$ cat src/rtl/uart_rx_deser.sv
// UART 8N1 receiver with a one-entry valid/ready holding register and error pulses.
// Optional even-parity checking is enabled by defining UART_RX_PARITY_EN.
module uart_rx_deser #(
    parameter int CLKS_PER_BIT = 104,
    parameter int WIDTH        = 8
) (
    input  logic             clk,
    input  logic             rst_n,
    input  logic             RX,
    output logic [WIDTH-1:0] rx_data,
    output logic             rx_valid,
    input  logic             rx_ready,
    output logic             frame_err,
    output logic             overrun,
    output logic             busy
);

    localparam int CNT_W = (CLKS_PER_BIT > 1) ? $clog2(CLKS_PER_BIT) : 1;
    localparam int IDX_W = (WIDTH > 1) ? $clog2(WIDTH) : 1;
    localparam logic [CNT_W-1:0] HALF     = CNT_W'(CLKS_PER_BIT / 2 - 1);
    localparam logic [CNT_W-1:0] LAST     = CNT_W'(CLKS_PER_BIT - 1);
    localparam logic [IDX_W-1:0] IDX_LAST = IDX_W'(WIDTH - 1);

`ifdef UART_RX_PARITY_EN
    typedef enum logic [2:0] {S_IDLE, S_START, S_DATA, S_PARITY, S_STOP, S_BRK} state_t;
`else
    typedef enum logic [2:0] {S_IDLE, S_START, S_DATA, S_STOP, S_BRK} state_t;
`endif

    state_t state, next_state;

    logic             sync_p0;
    logic             rxs;
    logic [CNT_W-1:0] cnt;
    logic [IDX_W-1:0] idx;
    logic [WIDTH-1:0] shreg;
    logic             sample_bit;
    logic             done;
    logic             bad_frame;
    logic             frame_bad;

`ifdef UART_RX_PARITY_EN
    logic par_bad;
    logic par_sample;
    assign frame_bad = !rxs || par_bad;
`else
    assign frame_bad = !rxs;
`endif

    assign busy = (state != S_IDLE);

    always_ff @(posedge clk) begin
        if (!rst_n) begin
            state <= S_IDLE;
        end else begin
            state <= next_state;
        end
    end

    always_comb begin
        next_state = state;
        sample_bit = 1'b0;
        done       = 1'b0;
        bad_frame  = 1'b0;
`ifdef UART_RX_PARITY_EN
        par_sample = 1'b0;
`endif
        case (state)
            S_IDLE: begin
                if (!rxs) next_state = S_START;
            end
            // Mid-start-bit check rejects glitches shorter than half a bit.
            S_START: begin
                if (cnt == HALF) next_state = rxs ? S_IDLE : S_DATA;
            end
            S_DATA: begin
                if (cnt == LAST) begin
                    sample_bit = 1'b1;
                    if (idx == IDX_LAST) begin
`ifdef UART_RX_PARITY_EN
                        next_state = S_PARITY;
`else
                        next_state = S_STOP;
`endif
                    end
                end
            end
`ifdef UART_RX_PARITY_EN
            S_PARITY: begin
                if (cnt == LAST) begin
                    par_sample = 1'b1;
                    next_state = S_STOP;
                end
            end
`endif
            S_STOP: begin
                if (cnt == LAST) begin
                    if (frame_bad) bad_frame = 1'b1;
                    else           done      = 1'b1;
                    next_state = rxs ? S_IDLE : S_BRK;
                end
            end
            // Hold here while the line stays low so a break cannot look like a new start bit.
            S_BRK: begin
                if (rxs) next_state = S_IDLE;
            end
            default: next_state = S_IDLE;
        endcase
    end

    always_ff @(posedge clk) begin
        if (!rst_n) begin
            sync_p0   <= 1'b1;
            rxs       <= 1'b1;
            cnt       <= '0;
            idx       <= '0;
            shreg     <= '0;
            rx_data   <= '0;
            rx_valid  <= 1'b0;
            frame_err <= 1'b0;
            overrun   <= 1'b0;
`ifdef UART_RX_PARITY_EN
            par_bad   <= 1'b0;
`endif
        end else begin
            sync_p0 <= RX;
            rxs     <= sync_p0;

            if (next_state != state || cnt == LAST || state == S_IDLE || state == S_BRK) begin
                cnt <= '0;
            end else begin
                cnt <= cnt + 1'b1;
            end

            // LSB arrives first, so shifting in from the top leaves it at bit 0.
            if (sample_bit) begin
                shreg <= {rxs, shreg[WIDTH-1:1]};
                idx   <= (idx == IDX_LAST) ? '0 : idx + 1'b1;
            end

`ifdef UART_RX_PARITY_EN
            if (par_sample) par_bad <= (^shreg) ^ rxs;
`endif

            frame_err <= bad_frame;
            overrun   <= done && rx_valid && !rx_ready;

            if (done && (!rx_valid || rx_ready)) begin
                rx_data  <= shreg;
                rx_valid <= 1'b1;
            end else if (rx_valid && rx_ready) begin
                rx_valid <= 1'b0;
            end
        end
    end

endmodule
$ cat config.mk
export PLATFORM = sky130hd
export DESIGN_NAME = uart_rx_deser
export DESIGN_NICKNAME = d
export VERILOG_FILES = /design/src/rtl/uart_rx_deser.sv
export SDC_FILE = /design/constraint.sdc
export NUM_CORES = 1
export LEC_CHECK = 0
export ABC_AREA = 1
export CAP_MARGIN = 20
export CORE_UTILIZATION = 58
export DETAILED_ROUTE_END_ITERATION = 8
export PLACE_DENSITY_LB_ADDON = 0.1
export SKIP_CTS_REPAIR_TIMING = 1
export SYNTH_ARGS = -nofsm -noshare
export SYNTH_HDL_FRONTEND = slang
export SYNTH_SLANG_ARGS = --single-unit
export TNS_END_PERCENT = 100
$ cat constraint.sdc
create_clock -name clk -period 3 [get_ports clk]
set_input_delay 0.6 -clock clk [delete_from_list [all_inputs] [get_ports clk]]
set_output_delay 0.6 -clock clk [all_outputs]
set_load 0.03 [all_outputs]
==> impl_results.md <==
- Total grt overflow: 0
- H-tree depth: 2
- Number of max-cap violations: 0
- # fillers: 181
- Mapped Area: approximately 1500 um2
- Antenna diodes: 0
- Share of layout cells above drive strength 1: 0.1302
- Setup-failing EPs final: 0
- Final Hold Viols: 0
- Max Slew Vio Count: 0
- Vias in the first global route: 1108
- Avg WL per Cell: between 10 and 15 um
- Non-Filler Instances: 220
- CP Capture Type: primary output
- Avg Inst Size Synth: 8.438 um2
- Worst-skew pair later-pin latency: 330 ps
- Crit path kind: flip-flop to primary output
- Yosys reg bits: 34
- Share of the synthesized area in the top cell type: 0.4690
- Via count: 1148
- Die Y: about 52 um
- Final period util: 0.7401
- RR Startpoint: cnt[0]$_SDFF_PP0_
- Final wirelength: 2587 um
- Synth async-reset ratio: 0
- Wire length of the first global-routing pass: approximately 4500 um
- Post-synth cell types: 30
- Outcome: completed
- Ys Warns: 0
- Shortest period the worst path allows: 2220 ps
- Worst Hold Class: flip-flop to flip-flop
- EDFF count, synth: 0
- Gate Count Post-Synth: 172
- Leading cell type by number of instances after synthesis: dfxtp_1
- Initial DRC Count: 11
- DRT antenna net count: 0
- Top FF cell, synth: dfxtp_1
- Worst setup SP type: flip-flop
- Largest net degree at the start of global routing: 16
- Inst Count DP: 213
- WP data required: 2400 ps
- Syn nets: approximately 180
- DP Worst Slack: just over 800 ps
- Register area share after synthesis: 0.4690
- Die area: roughly 2700 um2
- Fmax: roughly 450 MHz
- Synth top cells by count: dfxtp_1, nand2_1, nor2_1, o21ai_0, a21oi_1
- RSZ-0062 raised after global routing: no
- Die width: 52.03 um
- Detailed Place HPWL: 1946 um
- CTS tree: yes
- Slew margin rel.: 0.7320
- Standard-cell row count: 17
- Total power: 0.7066 mW
- Worst-path clk slew: approximately 90 ps
- Max Root-Sink Buffers: 2
- Total CTS buffers: 5
- Initial core utilization: 0.6377
- Buffers on Ports: 15
- Maximum fanout along the worst path: 6
- VDD IR max: 0.0003402 V
- Gr usage total: 0.2391
- CP Launch Point: state[2]$_SDFF_PN0_
- CP arrival: 1620 ps
- TritonRoute pass-1 iters: 4
- Cell taking the most area after synthesis: dfxtp_1
- NumNets Final: 199
- I/O pin total: 16
- Hold path start: sync_p0$_SDFF_PN1_
- Fin Setup TNS: 0 ps
- Final worst slack: 779.8 ps
- Initial antenna violation count: 0
- Clock root cell: clkbuf_4
- Layout area overhead: 15.09%
- Worst-Margin Slew: between 400 and 500 ps
- Synth top area cells: dfxtp_1, nand2_1, nor2_1
- Via-to-Cell Ratio: 5.218
- Fin Clk Skew: 7.975 ps
- DRC errors left: 0
- GP Congestion: around 0.89
- Power per cell area: ~420 nW/um2
- Core area: 2276 um2
- CTS Sinks: 34
- Leakage: 0.6818 nW
stage by stage:
step           cell area [um2]    util  hold slack, ps
3_3_place_gp              1625  0.7141           403.6
5_1_grt                   1670  0.7339           445.7
4_1_cts                   1670  0.7339           430.4
2_1_floorplan             1451       -           392.5
3_5_place_dp              1625  0.7141           408.2
6_report                  1670  0.7339           427.6
area by class of cell:
class | count | area, um2 | share of cell area
timing repair buffer | 16 | 157.7 | 0.09438
multi-input combinational | 120 | 694.4 | 0.4157
tap | 28 | 35.03 | 0.02097
clock buffer | 7 | 45.04 | 0.02697
sequential | 34 | 680.7 | 0.4075
inverter | 15 | 57.56 | 0.03446
metal layers:
metal,global-route usage,wire length [um]
met5,0,0
met2,0.3718,1153
met3,0.08187,98
met4,0.1712,66
met1,0.2696,1268
sequential cells by signal, indices dropped and copies added, names as in the netlist:
signal	flops
rx_data	8
shreg	8
cnt	7
idx	3
state	3
frame_err	1
overrun	1
rx_valid	1
rxs	1
sync_p0	1
worst max-delay path: stages, from the launching register on:
cell and delay (ps):
dfxtp_1 470, inv_2 70, nand2_1 90, clkdlybuf4s50_1 660
placed cells by master (no fill, tap or decap), drive strengths merged:
cell type,netlist,layout
inv,13,13
clkdlybuf4s50,0,15
xor2,2,2
dfxtp,34,34
xnor2,3,3
nand3,10,10
or2,2,2
clkinv,2,2
nand4,1,1
buf,1,1
o211a,1,1
a31oi,1,1
a21oi,13,13
clkbuf,2,7
nand2,32,32
o21ai,12,12
a211oi,1,1
nor3,5,5
o31ai,1,1
nor2,32,32
nand3b,1,1
ha,3,3
cell families after synthesis:
group                      Yosys count  synth area share
AOI/OAI and AO/OA                   29            0.1181
xor gates and xnor gates             5           0.03018
adders and majority gates            3           0.02586
buffers and inverters               18           0.05258
DFF                                 34            0.4690
and+or+nand+nor                     83            0.3043
power breakdown:
| part | switching, mW | total (mW) | internal [mW] |
|---|---|---|---|
| clock | 0.136 | 0.224 | 0.0882 |
| combinational | 0.0162 | 0.0272 | 0.0110 |
| sequential | 0.00234 | 0.456 | 0.453 |
worst paths after layout:
check                                    endpoint  slack, ps  cells past startpoint
worst max-delay path                         busy        780                      3
worst min register to register     rxs$_SDFF_PN1_        430                      1
worst min-delay path               rxs$_SDFF_PN1_        430                      1
worst max register to register  cnt[3]$_SDFF_PP0_       1440                      9
(Power assumes the default switching activity.)
